[src/rtl/mem_arb_pkg.sv]
// Shared types and widths for the two-master memory read arbiter.
// Latency: n/a (declarations only).
// Backpressure: n/a (declarations only).
package mem_arb_pkg;

    localparam int ADDR_W  = 32;
    localparam int LEN_W   = 8;
    localparam int DATA_W  = 64;
    localparam int BURST_W = 2;

    typedef enum logic [1:0] {
        IDLE = 2'd0,
        ADDR = 2'd1,
        DATA = 2'd2
    } arb_state_t;

    // One captured read-address request.
    typedef struct packed {
        logic [ADDR_W-1:0]  addr;
        logic [LEN_W-1:0]   len;
        logic [BURST_W-1:0] burst;
    } ar_req_t;

endpackage

[src/rtl/mem_read_arbiter.sv]
// Two-master AXI4 read arbiter (video = master 0, CPU = master 1) onto one memory read port.
// Latency: request in IDLE -> m_ar_valid next cycle; R beats pass through with 0 cycles.
// Backpressure: one burst outstanding; AR held until m_ar_ready; m_r_ready follows the owner's r_ready.
//
// Ports:
//   clk, reset            sole clock; synchronous active-high reset
//   s0_ar_* / s0_r_*      video master address request and read data
//   s1_ar_* / s1_r_*      CPU master address request and read data
//   m_ar_* / m_r_*        memory-side address request and read data
module mem_read_arbiter
    import mem_arb_pkg::*;
#(
    parameter int MAX_VIDEO_STREAK = 4
) (
    input  logic              clk,
    input  logic              reset,

    input  logic              s0_ar_valid,
    output logic              s0_ar_ready,
    input  logic [ADDR_W-1:0] s0_ar_payload_addr,
    input  logic [LEN_W-1:0]  s0_ar_payload_len,
    input  logic [1:0]        s0_ar_payload_burst,
    output logic              s0_r_valid,
    input  logic              s0_r_ready,
    output logic [DATA_W-1:0] s0_r_payload_data,
    output logic              s0_r_payload_last,

    input  logic              s1_ar_valid,
    output logic              s1_ar_ready,
    input  logic [ADDR_W-1:0] s1_ar_payload_addr,
    input  logic [LEN_W-1:0]  s1_ar_payload_len,
    input  logic [1:0]        s1_ar_payload_burst,
    output logic              s1_r_valid,
    input  logic              s1_r_ready,
    output logic [DATA_W-1:0] s1_r_payload_data,
    output logic              s1_r_payload_last,

    output logic              m_ar_valid,
    input  logic              m_ar_ready,
    output logic [ADDR_W-1:0] m_ar_payload_addr,
    output logic [LEN_W-1:0]  m_ar_payload_len,
    output logic [1:0]        m_ar_payload_burst,
    input  logic              m_r_valid,
    output logic              m_r_ready,
    input  logic [DATA_W-1:0] m_r_payload_data,
    input  logic              m_r_payload_last
);

    localparam int                  STREAK_W   = $clog2(MAX_VIDEO_STREAK + 1);
    localparam logic [STREAK_W-1:0] STREAK_MAX = STREAK_W'(MAX_VIDEO_STREAK);

    arb_state_t          state, state_nxt;
    logic                owner, owner_nxt;     // 0 = video, 1 = CPU
    logic [STREAK_W-1:0] streak, streak_nxt;   // video wins while the CPU was waiting
    ar_req_t             ar_q, ar_nxt;
    logic                grant_cpu;
    logic                owner_r_ready;

    assign owner_r_ready = owner ? s1_r_ready : s0_r_ready;

    // Read data and last fan out to both masters; only r_valid is steered.
    assign s0_r_payload_data = m_r_payload_data;
    assign s0_r_payload_last = m_r_payload_last;
    assign s1_r_payload_data = m_r_payload_data;
    assign s1_r_payload_last = m_r_payload_last;

    assign m_ar_payload_addr  = ar_q.addr;
    assign m_ar_payload_len   = ar_q.len;
    assign m_ar_payload_burst = ar_q.burst;

    always_ff @(posedge clk) begin
        if (reset) begin
            state  <= IDLE;
            owner  <= 1'b0;
            streak <= '0;
            ar_q   <= '0;
        end else begin
            state  <= state_nxt;
            owner  <= owner_nxt;
            streak <= streak_nxt;
            ar_q   <= ar_nxt;
        end
    end

    always_comb begin
        state_nxt   = state;
        owner_nxt   = owner;
        streak_nxt  = streak;
        ar_nxt      = ar_q;
        grant_cpu   = 1'b0;
        s0_ar_ready = 1'b0;
        s1_ar_ready = 1'b0;
        m_ar_valid  = 1'b0;
        m_r_ready   = 1'b1;   // outside DATA any stray beat is sunk
        s0_r_valid  = 1'b0;
        s1_r_valid  = 1'b0;

        // While reset is held nothing handshakes, so no requester can lose a grant.
        if (!reset) begin
            case (state)
                IDLE: begin
                    if (s0_ar_valid || s1_ar_valid) begin
                        // Video wins ties until it has beaten a waiting CPU MAX times in a row.
                        grant_cpu = s1_ar_valid && (!s0_ar_valid || streak == STREAK_MAX);
                        state_nxt = ADDR;
                        if (grant_cpu) begin
                            s1_ar_ready = 1'b1;
                            owner_nxt   = 1'b1;
                            streak_nxt  = '0;
                            ar_nxt      = '{addr: s1_ar_payload_addr, len: s1_ar_payload_len,
                                            burst: s1_ar_payload_burst};
                        end else begin
                            s0_ar_ready = 1'b1;
                            owner_nxt   = 1'b0;
                            ar_nxt      = '{addr: s0_ar_payload_addr, len: s0_ar_payload_len,
                                            burst: s0_ar_payload_burst};
                            if (s1_ar_valid && streak != STREAK_MAX) begin
                                streak_nxt = streak + STREAK_W'(1);
                            end
                        end
                    end
                end
                ADDR: begin
                    m_ar_valid = 1'b1;
                    if (m_ar_ready) begin
                        state_nxt = DATA;
                    end
                end
                DATA: begin
                    m_r_ready  = owner_r_ready;
                    s0_r_valid = m_r_valid && !owner;
                    s1_r_valid = m_r_valid && owner;
                    // Only last ends the burst; len is never counted here.
                    if (m_r_valid && owner_r_ready && m_r_payload_last) begin
                        state_nxt = IDLE;
                    end
                end
                default: state_nxt = IDLE;
            endcase
        end
    end

endmodule

[config.mk]
export PLATFORM = sky130hd
export DESIGN_NAME = mem_read_arbiter
export DESIGN_NICKNAME = d
export VERILOG_FILES = /design/src/rtl/mem_arb_pkg.sv /design/src/rtl/mem_read_arbiter.sv
export SDC_FILE = /design/constraint.sdc
export NUM_CORES = 1
export LEC_CHECK = 0
export ABC_AREA = 1
export BUFFER_PORTS_ARGS = -buffer_cell sky130_fd_sc_hd__buf_4
export CAP_MARGIN = 20
export CORE_AREA = 2 2 129 131
export DETAILED_ROUTE_END_ITERATION = 7
export DIE_AREA = 0 0 131 133
export PLACE_DENSITY = 0.5
export RECOVER_POWER = 50
export SYNTH_ARGS = -nofsm -noshare
export SYNTH_HDL_FRONTEND = slang
export SYNTH_SLANG_ARGS = --single-unit
[constraint.sdc]
create_clock -name clk -period 3.5 [get_ports clk]
set_clock_uncertainty 0.1 [all_clocks]
set_input_delay 0.525 -clock clk [delete_from_list [all_inputs] [get_ports clk]]
set_output_delay 0.525 -clock clk [all_outputs]
set_load 0.05 [all_outputs]
# Yosys cells after proc, flatten, opt, wreduce, memory -nomap -nowiden
# Cells that the tools add are included.
# word_totals
ff_bits	48
latchBits	0
ram_bits	0
rom_bits	0
in_bits	157
output_inout_bits	178
word_cells	53
n_memories	0
# op_classes
n_addsub	1
mul	0
div_mod_pow	0
order_cmp	0
eq_ne	7
shifts	0
muxes	24
bitwise	0
reduce_logical	15
# op_table
cell	n
2-to-1 mux 42 bit	1
2-to-1 mux 1 bit	17
logical AND 1 bit	6
2-to-1 mux 2 bit	3
2-to-1 mux 3 bit	2
inequality test 2 bit, second input constant	3
one-hot mux 2 bit (3 select lines)	1
AND reduction 3 bit	2
adder 3 x 1 -> 3 bit, second input constant	1
equality test 3 bit, second input constant	1
inequality test 3 bit, second input constant	1
equality test 2 x 1 -> 1 bit, second input constant	1
equality test 2 bit, second input constant	1
logical NOT 1 bit	2
logical NOT 2 bit	1
logical OR 1 bit	2
AND reduction 2 bit	1
nonzero test 2 bit	1

# Longest topological paths before layout
# logic_depth
ltp_word	7
ltp_mapped	10
depth_no_buf	8

# Least setup slack after synthesis
# Ideal clock, no wire load.
# synth_path
path_type	register to output
startpoint	reg streak[0]
endpoint	out s0_ar_ready
arrival_ns	1.765
path_slack_ns	1.110
stages_incl_launch_ff	9
path_buffers	1
path_cell_list	dfxtp_1 inv_1 ha_1 nand2_1 nand2_2 buf_4 nand2_1 nand2_1 nor2_1
# synth_between
elab_chain_len	7
# synth_rtl
element	line	text
start: declaration	mem_read_arbiter.sv:54	logic [STREAK_W-1:0] streak, streak_nxt;
start signal: assignment	mem_read_arbiter.sv:80	streak <= streak_nxt;
equality test 3 bit	mem_read_arbiter.sv:104	grant_cpu = s1_ar_valid && (!s0_ar_valid || streak == STREAK_MAX);
logical OR 1 bit	mem_read_arbiter.sv:104	
logical AND 1 bit	mem_read_arbiter.sv:104	
2-to-1 mux 1 bit	mem_read_arbiter.sv:106	if (grant_cpu) begin
2-to-1 mux 1 bit	mem_read_arbiter.sv:102	if (s0_ar_valid || s1_ar_valid) begin
2-to-1 mux 1 bit	mem_read_arbiter.sv:100	case (state)
2-to-1 mux 1 bit	mem_read_arbiter.sv:99	if (!reset) begin
end: declaration	mem_read_arbiter.sv:19	output logic s0_ar_ready,
# No other way between the ends.

# Final worst setup path
# Same ends and word-level chain as after synthesis.

==> results.md <==
- Status: completed
- Mapped Nets: approximately 660
- Die height: about 130 um
- H-tree depth: 2
- XOR/XNOR Fraction of Synth Area: 0%
- WL/cell: ~14 um
- Root Buffer: clkbuf_16
- Top Family by Delay on Critical Path: simple AND/OR/NAND/NOR gates
- Crit start category: flop
- Antenna Nets Post-Route: 0
- Setup Buffers After CTS: 0
- Tmin final: 2.49 ns
- Multi-input gate area: 0.00134 mm^2
- Gr usage total: 11.1%
- Initial Util: 21.6%
- DRT Wirelength: slightly above 10 mm
- Post-Synth Simple-Gate Area: between 20% and 30%
- Hold Vio Cnt, Final: 0
- Pre-CTS setup slack: about 1.3 ns
- CP endpoint: s0_ar_ready
- R2R setup slack: ~1.5 ns
- Max cap viols: 0
- Setup crit start: streak[0]
- Post-DP Area: around 0.0037 mm^2
- Register bit total from synthesis: 48
- Fin nets: ~650
- Leak Pwr: roughly 1.8 nW
- Most used cell along the critical path: nand2_1
- CP Capture Type: primary output
- Critical path class: flop to primary output
- Storage cell area: 961 um^2
- First DRT Iteration DRCs: around 80
- Crit path depth: 8
- CP max stage delay: approximately 0.36 ns
- CP max FO: 14
- Hold Slack: approximately 0.34 ns
- Synth cell types: 20
- TritonCTS clock tree: yes
- DRC: 0
- Area of the core: roughly 0.016 mm^2
- Final worst setup slack: between 1 and 1.5 ns
- Mux cell area share after synthesis: 0%
- Final core occ: 24.0%
- Pwr dens: 508 mW/mm^2
- Slew HR: a little under three fifths
- Max Clk Rate: 401 MHz
- Crit path DAT: about 1.9 ns
- Vias in the first global route: 2833
- Worst-case clock buffer depth: 2
- Ys Warns: 0
- Global-route wire length before repair: around 15 mm
- IO buf count: approximately 140
- RSZ-0062 raised after global routing: false
- Sequential area share after synthesis: approximately 28%
- Syn-to-layout area delta: 11.2%
- Diodes inserted: 0
- TritonCTS Buffers: 5
- Compound-gate portion of the synthesized area: about an eighth
- HP Class: primary input to flop
- Worst R2R Path Depth: 8
- 1st-pass router iterations: 4
- VDD IR max: approximately 0.16 mV
- Number of buffers inserted by hold repair at cts: 0
- CTS resizes: 0
- Cell area after synthesis: 0.00349 mm^2
- CP required: approximately 2.9 ns
- # fillers: about 1800
- Reg-to-Reg Start: streak[0]
- TNS Setup: 0 ns
- R2R Path End: m_ar_payload_addr[13]
- Clk Latency, worst-skew pair: about 0.29 ns
- Slew Limit Fails: 0
- Layout cells sized above 1: 32.7%
- Worst-margin pin slew: 0.673 ns
- Largest net degree at the start of global routing: 67
- Die X: around 130 um
- Post-route cell area: ~0.0039 mm^2
- Top-Level Pins: approximately 340
- Grt ovf: 0
- Rows: 47
- Adder-cell share of the synthesized area: less than 1%
- Final setup vio count: 0
- Number of vias per cell: between 4 and 5
- Via count: 2952
- GPL Wtd Cong: roughly 0.73
- Mean Syn Cell Area: between 6 and 7 um^2
- Hold Startpoint: m_ar_ready
- Clk slew on worst S/H paths: approximately 0.07 ns
- Fin crit share: between 70% and 80%
- Antenna violations before repair: 0
- Slowest CP cell: dfxtp_1
- Clock sink count: 48
- Post-Syn Instances: around 500
- Detailed placer's ending HPWL: ~7.6 mm
- Combinational family with the most area after synthesis: buffers and inverters
- CP bufs+invs: 2
- Die footprint: ~0.017 mm^2
- CP Cell Sequence: inv_1, ha_1, nand2_1, nand2_2, nand2_1, nand2_1, nor2_1, buf_4
per-layer routing:
| layer | wire [um] | track usage [%] | up-vias |
|---|---|---|---|
| met5 | 0 | 0 | - |
| met2 | 4820 | 18.6 | 170 |
| met1 | 3610 | 11.8 | 1275 |
| li1 | - | - | 1471 |
| met4 | 379 | 5.85 | 0 |
| met3 | 1260 | 4.73 | 36 |
power by group:
part | switching (mW) | internal, mW
Clock | 0.214 | 0.282
Sequential | 0.0445 | 0.631
Combinational | 0.534 | 0.262
Total | 0.793 | 1.18
flip-flops by register name (all words and copies together), names as in the netlist:
name	count
m_ar_payload_addr	32
m_ar_payload_len	8
streak	3
m_ar_payload_burst	2
state	2
owner	1
cell type report:
class                           count  area share, %
Clock buffer                        6           3.58
Timing Repair Buffer              147           28.5
Sequential cell                    48           24.8
Tap cell                          220           7.10
Multi-Input combinational cell    278           34.6
Clock inverter                      2          0.258
Inverter                           12           1.16
per-stage QoR:
stage	total power [mW]	cells
after global placement	1.48	705
after CTS	2.02	713
after floorplan	1.63	498
after global routing	2.11	713
final	1.97	713
after detailed placement	1.50	705
cell families (layout without fill, tap and decap cells):
kind of cell / count (synthesis) / in the layout
adders and majority gates: 2 / 2
and+or+nand+nor: 205 / 205
DFF: 48 / 48
buffers and inverters: 172 / 167
AOI/OAI and AO/OA: 71 / 71
worst min path at each step:
stage                end  cells past startpoint  slack, ns
5_1_grt         state[0]                      2       0.33
4_1_cts         state[0]                      2       0.33
3_3_place_gp   streak[0]                      2       0.37
2_1_floorplan  streak[0]                      2       0.36
3_5_place_dp   streak[0]                      2       0.39
6_report        state[0]                      2       0.34
synthesized netlist by cell type, drive strengths merged:
master | number | area share [%]
nand3 | 62 | 8.9
o21ai | 35 | 5.0
a21boi | 33 | 7.1
o22ai | 1 | 0.18
buf | 147 | 31
nand4 | 9 | 1.6
nor2 | 76 | 8.3
inv | 12 | 1.3
nor3 | 1 | 0.14
clkbuf | 13 | 1.4
a21oi | 2 | 0.29
nand2 | 57 | 6.3
dfxtp | 48 | 28
ha | 2 | 0.72
cell usage in the layout (no fill, tap or decap):
master,Yosys,routed
a21boi_0,33,33
a21oi_1,2,2
buf_4,131,147
clkbuf_16,0,5
clkbuf_8,0,1
clkinv_2,0,2
dfxtp_1,48,48
ha_1,2,2
inv_1,9,9
inv_2,3,3
nand2_1,55,55
nand2_2,2,2
nand3_1,62,62
nand4_1,9,9
nor2_1,75,75
nor2_2,1,1
nor3_1,1,1
o21ai_0,27,27
o21ai_1,8,8
o22ai_1,1,1
(Power assumes the default switching activity.)
